### config.mk
export PLATFORM = sky130hd
export DESIGN_NAME = lcg_step
export DESIGN_NICKNAME = d
export VERILOG_FILES = /design/src/rtl/lcg_check_pkg.sv /design/src/rtl/lcg_step.sv
export SDC_FILE = /design/constraint.sdc
export NUM_CORES = 1
export LEC_CHECK = 0
export ABC_AREA = 0
export BUFFER_PORTS_ARGS = -buffer_cell sky130_fd_sc_hd__buf_4
export CAP_MARGIN = 15
export CORE_MARGIN = 10
export CORE_UTILIZATION = 45
export DETAILED_ROUTE_END_ITERATION = 10
export RECOVER_POWER = 50
export SLEW_MARGIN = 20
export SYNTH_ARGS = -nofsm -noshare
export SYNTH_HDL_FRONTEND = slang
export SYNTH_SLANG_ARGS = --single-unit
### constraint.sdc
create_clock -name clk -period 19.1 [get_ports clk]
set_input_delay 2.865 -clock clk [delete_from_list [all_inputs] [get_ports clk]]
set_output_delay 2.865 -clock clk [all_outputs]
set_load 0.005 [all_outputs]
### src/rtl/lcg_check_pkg.sv
// rtl/lcg_check_pkg.sv - shared constants, state encoding and step functions for the LCG stream checker
package lcg_check_pkg;

    localparam logic [31:0] LCG_MUL   = 32'h41C64E6D;
    localparam logic [31:0] LCG_INC   = 32'h3039;
    localparam logic [31:0] MISR_POLY = 32'h04C11DB7;

    typedef enum logic [1:0] {
        IDLE  = 2'd0,
        FILL  = 2'd1,
        READY = 2'd2,
        DONE  = 2'd3
    } state_t;

    // One LCG step; the result wraps modulo 2^32 by construction.
    function automatic logic [31:0] lcg_next(input logic [31:0] s);
        return s * LCG_MUL + LCG_INC;
    endfunction

    // Shift the signature left one place, folding the polynomial back in on carry-out.
    function automatic logic [31:0] misr_step(input logic [31:0] s);
        return {s[30:0], 1'b0} ^ (s[31] ? MISR_POLY : 32'h0);
    endfunction

endpackage

### src/rtl/lcg_step.sv
// rtl/lcg_step.sv - 32-bit LCG state register with seed load and advance enable
module lcg_step
    import lcg_check_pkg::*;
(
    input  logic        clk,
    input  logic        rst,
    input  logic        load,
    input  logic        adv,
    input  logic [31:0] seed,
    output logic [31:0] cur,
    output logic [31:0] nxt
);

    logic [31:0] state_q;
    logic [31:0] state_d;

    assign cur = state_q;
    assign nxt = lcg_next(state_q);

    // Load has priority so a new run always starts from the requested seed.
    always_comb begin
        state_d = state_q;
        if (load) begin
            state_d = seed;
        end else if (adv) begin
            state_d = nxt;
        end
    end

    // State register.
    always_ff @(posedge clk) begin
        if (rst) begin
            state_q <= 32'h0;
        end else begin
            state_q <= state_d;
        end
    end

endmodule

**After elaboration in Yosys (flattened, before gate mapping)**

Cells that the tools add are included.

- Bits in registers: 32
- Word-level logic and storage cells: 6

- Add/subtract/negate cells: 1
- Multiply operators: 1
- Multiplexer cells: 2
- Reduce and logical (&&, ||, !) cells: 1

Operator list:

| kind | number |
|---|---|
| 32-bit 2-to-1 mux | 2 |
| 32-bit by 14-bit adder with 32-bit output, second input constant | 1 |
| 32-bit by 31-bit multiplier with 32-bit output, second input constant | 1 |
| 2-bit nonzero test | 1 |

**Longest topological paths before layout**

- Word-level depth: 4
- Mapped depth: 25
- Gate-level depth less buffers: 25

**Worst setup path before layout**

OpenSTA, ideal clock, no wires.

- Path kind: reg2out
- From: register state_q[7], in the netlist cur[7]
- To: output nxt[30]
- Arrival: 6.225 ns
- Required time: 16.235 ns
- Setup slack: 10.010 ns
- Cell stages (with the launch flop): 23
- Buffers on the path: 0
- Path through: dfxtp_1 ha_1 xor2_1 ha_1 a21oi_1 fa_1 fa_1 inv_1 fa_1 fa_1 fa_1 inv_1 fa_1 inv_1 ha_1 a21o_1 a31o_2 a221oi_1 o21ai_1 a31o_4 a211o_1 a21oi_2 xnor2_1

- Cells in the longest elaborated chain, start to end: 2

RTL lines:

| what | line | RTL |
|---|---|---|
| start: declaration | lcg_step.sv:14 | `logic [31:0] state_q;` |
| start signal: assignment | lcg_step.sv:35 | `state_q <= state_d;` |
| 32-bit by 31-bit multiplier with 32-bit output | lcg_check_pkg.sv:17 | `return s * LCG_MUL + LCG_INC;` |
| 32-bit by 14-bit adder with 32-bit output | lcg_check_pkg.sv:17 |  |
| end: declaration | lcg_step.sv:11 | `output logic [31:0] nxt` |

Every way passes these cells.

**Final worst setup path**

- From: register state_q[0], in the netlist cur[0]
- To: output nxt[29]

The elaborated chain is that of the path after synthesis.

==> reports/qor.yml <==
hold_path:
  min_delay_worst_endpoint: "cur[23]"
  hold_path.startpoint: "cur[23]"
  min-delay-path-class: "flip-flop to flip-flop"
  worst_hold_path.num_cells: 2
yosys:
  post_synth_num_cell_types: 55
  syn_avg_cell_area_sq_um: 9.07
  synth_warnings: 0
  postSynthNetCount: 1618
  synth.top_cells.by_area: "sky130_fd_sc_hd__fa_1 (34%), sky130_fd_sc_hd__ha_1 (24%), sky130_fd_sc_hd__inv_1 (15%), sky130_fd_sc_hd__dfxtp_1 (5.9%), sky130_fd_sc_hd__xnor2_1 (4.1%)"
  synth-seq-cells: 32
  synth_area_leader_cell: "sky130_fd_sc_hd__fa_1"
  syn-instance-count: 1189
  asyncSetResetFlopFracSynth: 0
  number_of_synthesized_flops_with_an_enable_pin: 0
  synth_top_flop_cell: "sky130_fd_sc_hd__dfxtp_1"
  yosysTopAreaCellShare: 0.344
  yosysSeqAreaShare: 0.0594
  synthesis.area_sq_mm: 0.0108
clock_tree:
  clock-sinks: 32
  cts_post_setup_buffers_inserted: 0
  cts_tree: "done"
  cts-hold-fix-buffers: 0
  cts_htree_levels: 2
  ctsRootBufferMaster: "sky130_fd_sc_hd__clkbuf_16"
  ctsResizeCount: 0
  cts.clk_slew.worst_paths_ns: 0.05
  worst_skew_pair.late_latency_ns: 0.28
  cts-root-to-sink-buffers: 2
  number_of_clock_buffers_inserted_by_tritoncts: 5
final_layout:
  insertedDiodeCount: 0
  area_growth_syn_to_layout_pct: 11.1
  final_layout_size_suffix_gt1_frac: 0.0898
  layout_common_cells: "sky130_fd_sc_hd__inv_1 (419), sky130_fd_sc_hd__ha_1 (208), sky130_fd_sc_hd__fa_1 (185)"
  fin_nets: 1710
  most_common_cell_after_layout_fill_and_taps_aside: "sky130_fd_sc_hd__inv_1"
  final_core_utilization: 0.509
  number_of_flip_flops_under_the_largest_register_name: 32
global_routing:
  grt-ovfl-total: 0
  grt_pass1_wl_mm: 50.7
  vias_in_the_first_global_route: 8658
  top_usage_layer: "met2"
  track_usage: 0.215
  grtUsageMet1: 0.288
  global_route.usage.met2: 0.373
  antenna_found_initial: 0
  grt_max_degree: 66
  grt_util_met3: 0.0237
setup_path:
  crit_path_start_kind: "flip-flop"
  worstRegToRegCells: 24
  cp_common_cell: "sky130_fd_sc_hd__inv_1"
  ff2ff_setup_slack_ns: 11.42
  r2r_start: "cur[0]"
  cell_breakdown_of_the_critical_path: "clkbuf_1 > inv_1 > ha_1 > inv_1 > ha_1 > inv_1 > fa_1 > inv_1 > fa_1 > ha_1 > fa_1 > inv_1 > fa_1 > fa_1 > inv_1 > ha_1 > and3_2 > o21ai_0 > nand2_1 > a21oi_1 > a21boi_2 > or4_1 > and2_1 > buf_4"
  setup.worst_path.class: "flip-flop to output pin"
  crit_path_top_delay_cell: "sky130_fd_sc_hd__clkbuf_1"
  critPathMaxStageDelay_ns: 0.79
  timing.critical_path.to_type: "output pin"
  timing.critical_path.required_ns: 16.23
  worst_r2r_endpoint: "cur[23]"
  cp_max_fo: 12
  worstPathArrival_ns: 7.75
route:
  wire_per_inst_um: 20.1
  detail_route.wirelength_mm: 32.1
  avgViaCountPerCell: 4.96
  detailroute.via_count: 7930
  drc: 0
  ant_nets: 0
  first_pass_iters: 5
  first_iter_violations: 485
timing:
  clock.fmax_mhz: 94.2
  skew_ns: 0.00328
  relative_slew_slack: -0.570
  finalCriticalPeriod_ns: 10.62
  max_slew_violation_count: 47
  timing.final.setup_violations: 0
  postLayoutSetupSlackWorst_ns: 8.48
  final_total_negative_setup_slack_ns: 0
  finalHoldViolations: 0
  tightestPinTransition_ns: 2.35
  final_critical_path_share_of_the_clock_period: 0.556
  rsz0062_at_grt: "no"
run_status:
  result_of_the_run: "finished with violations"
  failed_checks: "capacitance limit, slew limit"
floorplanning:
  initial_utilization: 0.458
  die_x_um: 175
  placement_rows: 56
  fp.coreArea_sq_mm: 0.0235
  chipHeight_um: 175
  io_pins: 100
  floorplan.die_area_sq_mm: 0.0305
place:
  gp_routability_congestion: 0.935
  buffer_ports.inserted: 99
  worst_slack_after_detailed_placement_ns: 8.95
  hpwl_mm: 28.5
flow_run:
  drv.max_cap_violation_count: 1
[final cells by class]
cell class,instances,area (sq um)
clock buffers,7,153
flip-flops and latches,32,641
inverters,419,1570
fillers,2317,11600
well taps,319,399
multi-input cells,722,8510
repair buffers,101,706
[worst max-delay path: cells and delay by family (launching register included)]
kind / cells / cell delay (ns)
simple gates: 4 / 1.07
fa+ha+maj: 9 / 3.59
flops: 1 / 0.30
compound gates: 3 / 0.72
buf+inv: 8 / 1.77
[cell families after synthesis]
| logic type | share of synthesized area |
|---|---|
| compound gates | 0.0818 |
| xor+xnor | 0.0528 |
| fa+ha+maj | 0.585 |
| buf+inv | 0.151 |
| flops | 0.0594 |
| mux | 0.00975 |
| simple gates | 0.0597 |
[per-stage QoR]
step,std cells,hold slack (ns),area (sq um)
6_report,1600,0.669,12000
5_1_grt,1600,0.693,12000
4_1_cts,1600,0.675,12000
3_5_place_dp,1593,0.658,11900
3_3_place_gp,1593,0.661,11900
2_1_floorplan,1189,0.587,10800
[routing by layer]
| layer | vias up | wire (um) |
|---|---|---|
| li1 | 3792 | - |
| met1 | 3902 | 14600 |
| met2 | 213 | 15700 |
| met3 | 23 | 1300 |
| met4 | 0 | 528 |
| met5 | - | 0 |
[cells in the mapped netlist, drive strengths merged (2+ instances only)]
library cell	n
a211oi	6
xnor2	51
nand3	7
a21oi	42
a221oi	14
clkbuf	12
o21ai	13
a31o	2
o21bai	5
nand4	2
a2111oi	2
or4	2
a31oi	4
nor2	44
mux2i	9
nor4	5
a211o	4
fa	185
ha	208
a21boi	3
o31ai	3
a311oi	3
dfxtp	32
xor2	14
nand2b	3
inv	419
a21o	10
nand2	30
and3	10
or3	3
and2	6
buf	4
o21a	6
o221ai	2
nor3	10
nor2b	7
[worst max-delay path by stage]
stage,from,endpoint,slack [ns],cells after the start
2_1_floorplan,cur[7],nxt[30],10.01,22
3_3_place_gp,cur[6],nxt[29],8.98,24
3_5_place_dp,cur[6],nxt[29],8.95,24
4_1_cts,cur[6],nxt[29],8.63,24
5_1_grt,cur[0],nxt[29],8.25,24
6_report,cur[0],nxt[29],8.48,24
Power is not shown: default switching activity piles up to over one toggle a cycle in this logic, so the estimate is an artifact.
